File: config.mk
export PLATFORM = sky130hd
export DESIGN_NAME = frame_timer
export DESIGN_NICKNAME = d
export VERILOG_FILES = /design/src/rtl/frame_pkg.sv /design/src/rtl/cfg_stage.sv /design/src/rtl/frame_timer.sv
export SDC_FILE = /design/constraint.sdc
export NUM_CORES = 1
export LEC_CHECK = 0
export BUFFER_PORTS_ARGS = -buffer_cell sky130_fd_sc_hd__buf_4
export CAP_MARGIN = 20
export CORE_MARGIN = 3
export CORE_UTILIZATION = 56
export CTS_CLUSTER_DIAMETER = 200
export DETAILED_ROUTE_END_ITERATION = 6
export GPL_TIMING_DRIVEN = 0
export PLACE_DENSITY_LB_ADDON = 0.12
export SYNTH_ARGS = -nofsm -noshare
export SYNTH_HDL_FRONTEND = slang
export SYNTH_SLANG_ARGS = --single-unit
export TNS_END_PERCENT = 100
File: constraint.sdc
create_clock -name clk -period 2.4 [get_ports clk]
set_input_delay 0.36 -clock clk [delete_from_list [all_inputs] [get_ports clk]]
set_output_delay 0.36 -clock clk [all_outputs]
set_load 0.02 [all_outputs]
File: src/rtl/frame_pkg.sv
// Shared types and constants for the frame timer and its configuration stage.
package frame_pkg;

    typedef struct packed {
        logic [2:0] m;
        logic [3:0] ss;
        logic [2:0] bw;
        logic       data_off;
    } cfg_t;

    typedef enum logic [1:0] {
        IDLE  = 2'd0,
        START = 2'd1,
        RUN   = 2'd2,
        DRAIN = 2'd3
    } state_t;

    localparam cfg_t CFG_RESET = '{m: 3'd1, ss: 4'd1, bw: 3'd0, data_off: 1'b0};

    // States in which the phase counter walks the frame grid.
    function automatic logic is_framing(input state_t s);
        return (s == RUN) || (s == DRAIN);
    endfunction

endpackage

File: src/rtl/cfg_stage.sv
// Single-entry pending configuration slot with valid/ready intake and commit drain.
module cfg_stage import frame_pkg::*; (
    input  logic clk,
    input  logic rst,
    input  logic valid,
    input  cfg_t cfg_in,
    input  logic commit,
    output logic ready,
    output logic full,
    output logic full_next,
    output cfg_t data
);

    logic load_s;

    assign load_s = valid & ready;

    // Occupancy one cycle ahead; the top uses it to time the registered applied pulse.
    always_comb begin
        full_next = load_s | (full & ~commit);
    end

    // Pending slot: a held entry is never overwritten since ready is low while full.
    always_ff @(posedge clk or negedge rst) begin
        if (!rst) begin
            full  <= 1'b0;
            ready <= 1'b1;
            data  <= CFG_RESET;
        end else begin
            full  <= full_next;
            ready <= ~full_next;
            if (load_s) begin
                data <= cfg_in;
            end
        end
    end

endmodule

File: src/rtl/frame_timer.sv
// Frame grid generator with SOF strobes and boundary-aligned commit of staged config.
module frame_timer import frame_pkg::*; #(
    parameter int FRAME_LEN = 1000,
    parameter int RX_OFFSET = 16,
    parameter int PH_W      = 16
) (
    input  logic        clk,
    input  logic        rst,
    input  logic        en,
    input  logic        cfg_valid,
    output logic        cfg_ready,
    input  logic [2:0]  cfg_M,
    input  logic [3:0]  cfg_SS,
    input  logic [2:0]  cfg_BW,
    input  logic        cfg_data_off,
    output logic [2:0]  index_M,
    output logic [3:0]  index_SS,
    output logic [2:0]  index_BW,
    output logic        index_data_off,
    output logic        sof_tx,
    output logic        sof_rx,
    output logic        cfg_applied,
    output logic [15:0] frame_cnt
);

    localparam logic [PH_W-1:0] LAST_PH = PH_W'(FRAME_LEN - 1);
    localparam logic [PH_W-1:0] RX_PH   = PH_W'(RX_OFFSET);

    state_t          state_r;
    state_t          state_nx_s;
    logic [PH_W-1:0] phase_r;
    logic [PH_W-1:0] phase_nx_s;
    logic [PH_W-1:0] phase_inc_s;
    logic            at_last_s;
    logic            commit_s;
    logic            pend_full_s;
    logic            pend_full_nx_s;
    cfg_t            pend_s;
    cfg_t            cfg_req_s;
    cfg_t            idx_r;
    logic            sof_tx_r;
    logic            sof_rx_r;
    logic            cfg_applied_r;
    logic [15:0]     frame_cnt_r;

    assign cfg_req_s   = '{m: cfg_M, ss: cfg_SS, bw: cfg_BW, data_off: cfg_data_off};
    assign at_last_s   = (phase_r == LAST_PH);
    assign phase_inc_s = at_last_s ? '0 : phase_r + PH_W'(1);
    assign commit_s    = pend_full_s & ((state_r == START) | (is_framing(state_r) & at_last_s));

    cfg_stage u_cfg_stage (
        .clk       (clk),
        .rst       (rst),
        .valid     (cfg_valid),
        .cfg_in    (cfg_req_s),
        .commit    (commit_s),
        .ready     (cfg_ready),
        .full      (pend_full_s),
        .full_next (pend_full_nx_s),
        .data      (pend_s)
    );

    // Next state and phase; a drain cancelled by en resumes without a phase jump.
    always_comb begin
        state_nx_s = state_r;
        phase_nx_s = phase_r;
        case (state_r)
            IDLE: begin
                phase_nx_s = '0;
                if (en) begin
                    state_nx_s = START;
                end else begin
                    state_nx_s = IDLE;
                end
            end
            START: begin
                state_nx_s = RUN;
                phase_nx_s = '0;
            end
            RUN: begin
                phase_nx_s = phase_inc_s;
                if (en) begin
                    state_nx_s = RUN;
                end else begin
                    state_nx_s = DRAIN;
                end
            end
            DRAIN: begin
                if (en) begin
                    state_nx_s = RUN;
                    phase_nx_s = phase_inc_s;
                end else if (at_last_s) begin
                    state_nx_s = IDLE;
                    phase_nx_s = '0;
                end else begin
                    state_nx_s = DRAIN;
                    phase_nx_s = phase_inc_s;
                end
            end
            default: begin
                state_nx_s = IDLE;
                phase_nx_s = '0;
            end
        endcase
    end

    // Strobes and the applied pulse are precomputed from next state so they align with phase.
    always_ff @(posedge clk or negedge rst) begin
        if (!rst) begin
            state_r       <= IDLE;
            phase_r       <= '0;
            idx_r         <= CFG_RESET;
            sof_tx_r      <= 1'b0;
            sof_rx_r      <= 1'b0;
            cfg_applied_r <= 1'b0;
            frame_cnt_r   <= 16'd0;
        end else begin
            state_r       <= state_nx_s;
            phase_r       <= phase_nx_s;
            sof_tx_r      <= (state_nx_s == RUN) && (phase_nx_s == '0);
            sof_rx_r      <= is_framing(state_nx_s) && (phase_nx_s == RX_PH);
            cfg_applied_r <= pend_full_nx_s &&
                             ((state_nx_s == START) ||
                              (is_framing(state_nx_s) && (phase_nx_s == LAST_PH)));
            if (commit_s) begin
                idx_r <= pend_s;
            end
            if (is_framing(state_r) && at_last_s) begin
                frame_cnt_r <= frame_cnt_r + 16'd1;
            end
        end
    end

    assign index_M        = idx_r.m;
    assign index_SS       = idx_r.ss;
    assign index_BW       = idx_r.bw;
    assign index_data_off = idx_r.data_off;
    assign sof_tx         = sof_tx_r;
    assign sof_rx         = sof_rx_r;
    assign cfg_applied    = cfg_applied_r;
    assign frame_cnt      = frame_cnt_r;

endmodule

# [Yosys cells after proc, flatten, opt, wreduce, memory -nomap -nowiden]
# Index checks and enable logic that the tools add are counted.
[totals] regBits=61 input_bits=15 out_inout_bits=31
[op_classes] add_sub_neg=2 eq_ne=9 mux=9 n_bitwise=8 n_reduce_logical=11
[ops] op="$mux W16" n=3
[ops] op="$pmux W16 S3" n=1
[ops] op="$add A16 B1 Y16 const B" n=2
[ops] op="$eq A16 B10 Y1 const B" n=2
[ops] op="$eq A16 B5 Y1 const B" n=1
[ops] op="$logic_not A16 Y1" n=1
[ops] op="$eq A2 B2 Y1 const B" n=4
[ops] op="$pmux W2 S4" n=1
[ops] op="$logic_and A1 B1 Y1" n=5
[ops] op="$and A1 B1 Y1" n=4
[ops] op="$eq A2 B1 Y1 const B" n=2
[ops] op="$mux W2" n=2
[ops] op="$logic_or A1 B1 Y1" n=3
[ops] op="$logic_not A2 Y1" n=1
[ops] op="$mux W1" n=2
[ops] op="$not A1 Y1" n=2
[ops] op="$or A1 B1 Y1" n=2
[ops] op="$reduce_or A2 Y1" n=1

# [Longest topological paths before layout]
[logic_depth] word_depth=9 mapped_depth=7 depth_no_buf=7

# [Cells and area by module]
# A second synthesis with hierarchy kept.
[hier_totals] hier_cells=249 hier_area_um2=2896.5
[modules_own_cells] module="frame_timer" instances=1 cells_per_inst=220 area_each_um2=2379.8 seq_area_each_um2=1203.7
[modules_own_cells] module="cfg_stage" instances=1 cells_per_inst=29 area_each_um2=516.7 seq_area_each_um2=329.1

# [Worst setup path after synthesis]
# OpenSTA, ideal clock, no wires.
[synth_path] path_kind="flip-flop to flip-flop" startpoint="register phase_r[0]" endpoint="register idx_r (netlist bit index_BW[0])" setup_ns=0.125 arrival_ns=1.847 slack_ns=0.428 path_stages_with_launch=8 period_less_slack_ns=1.972 path_cell_list="dfrtp_1 > ha_1 > nor4bb_2 > nand3_1 > nor3_4 > o21ai_2 > buf_6 > mux2_4"
[synth_via] elab_chain_len=4
[synth_lines] item="from (decl)" line="frame_timer.sv:31" text="logic [PH_W-1:0] phase_r;"
[synth_lines] item="from (signal assigned)" line="frame_timer.sv:119" text="phase_r <= phase_nx_s;"
[synth_lines] item="$eq A16 B10 Y1" line="frame_timer.sv:47" text="assign at_last_s = (phase_r == LAST_PH);"
[synth_lines] item="$and A1 B1 Y1" line="frame_timer.sv:49" text="assign commit_s = pend_full_s & ((state_r == START) | (is_framing(state_r) & at_last_s));"
[synth_lines] item="$or A1 B1 Y1" line="frame_timer.sv:49"
[synth_lines] item="$and A1 B1 Y1" line="frame_timer.sv:49"
[synth_lines] item="to (signal assigned)" line="frame_timer.sv:126" text="idx_r <= pend_s;"
[synth_lines] item="to (decl)" line="frame_timer.sv:40" text="cfg_t idx_r;"
# No other way between the ends.
# A chain may end at the register's enable or synchronous reset.

# [Worst setup path after layout]
[layout_path] startpoint="register phase_r[0]" endpoint="register idx_r (netlist bit index_SS[1])"
# The elaborated chain is that of the path after synthesis.

==> impl_metrics.py <==
metrics = {
    "yosys": {
        "ys_seq_elements": 61,
        "async_reset_ff_share_pct": 100,
        "synth_nets": 263,
        "synth-edff-count": 0,
        "synth.distinct_cells": 46,
        "netlist_area_sq_um": 2850,
        "synth.avg_cell_area_sq_um": 11.6,
        "ys_warn_count": 0,
        "ys_seq_area_share_pct": 53.8,
        "synth_flop_cell": "dfrtp_1",
        "synth_cells": 246,
    },
    "sta": {
        "hold_slack_ps": 78.2,
        "setup_viol": 0,
        "period_needed_ps": 2180,
        "slew_headroom_pct": 51.3,
        "fin_skew_ps": 7.68,
        "min_period_over_period_pct": 91.0,
        "fmax_ghz": 0.458,
        "drv_slew": 0,
        "final.setup.tns_ps": 0,
        "rsz0062_at_grt": "false",
        "tightestPinTransition_ps": 730,
        "finalHoldViolCount": 0,
    },
    "global_route": {
        "antenna_found_initial": 0,
        "grt_pass1_wl_um": 9390,
        "grt_max_degree": 62,
        "grt_pass1_vias": 1971,
        "grt_usage_pct": 20.3,
        "grt_overflow": 0,
    },
    "placement": {
        "place_area_sq_um": 3270,
        "gp_congestion": 0.807,
        "dp_hpwl_um": 3790,
        "numPortBuffers": 45,
    },
    "critical_path": {
        "worstPathArrival_ps": 2400,
        "critPathMaxFanout": 10,
        "cp-start-kind": "flop",
        "cp.required_ps": 2620,
        "critPathCaptureType": "flop",
        "critPathKind": "reg -> reg",
    },
    "routing": {
        "drt_wl_total_um": 5490,
        "vias": 1998,
        "vias_per_cell": 5.30,
        "ant_nets": 0,
        "drt_pass1_iterations": 4,
        "drt_iter0_drc": 90,
        "wl_per_cell_um": 14.6,
        "post-route-drc-count": 0,
    },
    "worst_hold_path": {
        "hold_class": "in -> async",
    },
    "finish": {
        "fill_cells": 365,
        "final_core_util_pct": 73.2,
        "most-common-layout-cells": "56 x dfrtp_1, 48 x buf_4, 26 x nor2_1",
        "drive_above_1_share_pct": 35.8,
        "final_common_cell": "dfrtp_1",
        "post-route-cell-area_sq_um": 3520,
        "area_growth_pct": 23.7,
        "finalNetCount": 322,
        "diodes": 0,
    },
    "floorplanning": {
        "die_h_um": 77.3,
        "die-area_sq_um": 5980,
        "core_sq_um": 4820,
        "die_w_um": 77.3,
        "io_pins": 46,
        "std_cell_rows": 25,
        "initial_core_util_pct": 59.1,
    },
    "clocking": {
        "clkSinkCount": 61,
        "cts_buffers": 9,
        "clk_pin_slew_ps": 60,
        "cts_buffer_depth": 2,
        "insertion_delay_ps": 340,
        "root_buffer": "clkbuf_8",
        "tritoncts": "done",
        "htree_levels": 3,
    },
    "pwr": {
        "vdd_drop_max_uv": 491,
        "p_per_area_nw_per_um2": 637,
        "p_total_mw": 2.24,
        "leakage_nw": 1.69,
    },
    "status": {
        "status": "complete, no violations",
    },
    "flow_run": {
        "maxCapViolCount": 0,
    },
}
report_power, final:
| group | leakage, nW | internal, mW | switching (mW) |
|---|---|---|---|
| Combinational | 0.801 | 0.0806 | 0.0510 |
| Sequential | 0.788 | 1.12 | 0.0436 |
| Clock | 0.106 | 0.563 | 0.386 |
what timing repair did:
action / CTS / global route
endpoints found under the setup margin: 0 / 6
hold buffers: 0 / 0
setup buffers: 0 / 3
resized for setup: 0 / 4
critical path: stages (launching register included):
cell      delay [ps]
dfrtp_1          420
ha_2             260
nor4bb_2         310
nand3_1          230
nor3_4           280
o21ai_2          110
buf_6            170
mux2_4           300
stage by stage:
stage	worst slack, ps	std cells
final	216	377
after CTS	115	374
after global routing	17.8	377
after detailed placement	175	358
after global placement	196	358
after floorplan	428	246
synthesized netlist by cell type (4+ instances only):
library cell	count	share of area (%)
nand3_1	10	1.8
mux2_4	10	5.3
dfstp_2	5	4.6
buf_2	4	0.70
nor2_1	26	3.4
and3_1	9	2.0
mux2_2	13	5.1
xnor2_1	23	7.1
nand4_1	6	1.3
xor2_1	11	3.4
nand2_1	23	3.0
dfrtp_1	56	49
inv_1	5	0.66
nor3_1	6	1.1
worst paths after layout:
kind | slack [ps] | to | cells after the start | start
min in group clk | 250 | u_cfg_stage.data[6]$_DFFE_PN0P_ | 2 | cfg_SS[2]
hold reg to reg | 470 | frame_cnt[15]$_DFFE_PN0P_ | 1 | frame_cnt[15]$_DFFE_PN0P_
max in group asynchronous | 1830 | u_cfg_stage.data[1]$_DFFE_PN0P_ | 1 | rst
hold / removal | 80 | frame_cnt[5]$_DFFE_PN0P_ | 1 | rst
setup / recovery | 220 | index_SS[1]$_DFFE_PN0P_ | 7 | phase_r[0]$_DFF_PN0_
setup reg to reg | 220 | index_SS[1]$_DFFE_PN0P_ | 7 | phase_r[0]$_DFF_PN0_
registers in the layout, summed over array words and instances (netlist names):
name	cells
u_cfg_stage.data	11
state_r	2
index_BW	3
index_M	3
sof_tx	1
u_cfg_stage.ready	1
index_SS	4
sof_rx	1
phase_r	16
cfg_applied	1
u_cfg_stage.full	1
index_data_off	1
frame_cnt	16
layout make-up:
cell class	count	area (sq um)	share of cell area [%]
buffer	6	35.0	0.994
clock buffer	13	169	4.79
clock inverter	3	42.5	1.21
inverter	5	18.8	0.532
multi-input combinational	174	1280	36.4
sequential	61	1530	43.5
tap	67	83.8	2.38
timing repair buffer	48	360	10.2
cell families after synthesis:
logic type / synth area share [%]
adder cells (fa/ha/maj): 0.878
buffers and inverters: 1.89
AO/OA/AOI/OAI: 4.44
XOR/XNOR: 10.5
multiplexers: 10.4
flip-flops: 53.8
AND/OR/NAND/NOR: 18.1
metal layers:
metal,vias to the layer above,track usage [%],part of all wire (%)
met1,959,26.0,45
met5,-,0,0
met2,64,31.8,48
met4,0,9.07,0.98
met3,5,5.99,6.0
li1,970,-,-
(Power assumes the default switching activity.)
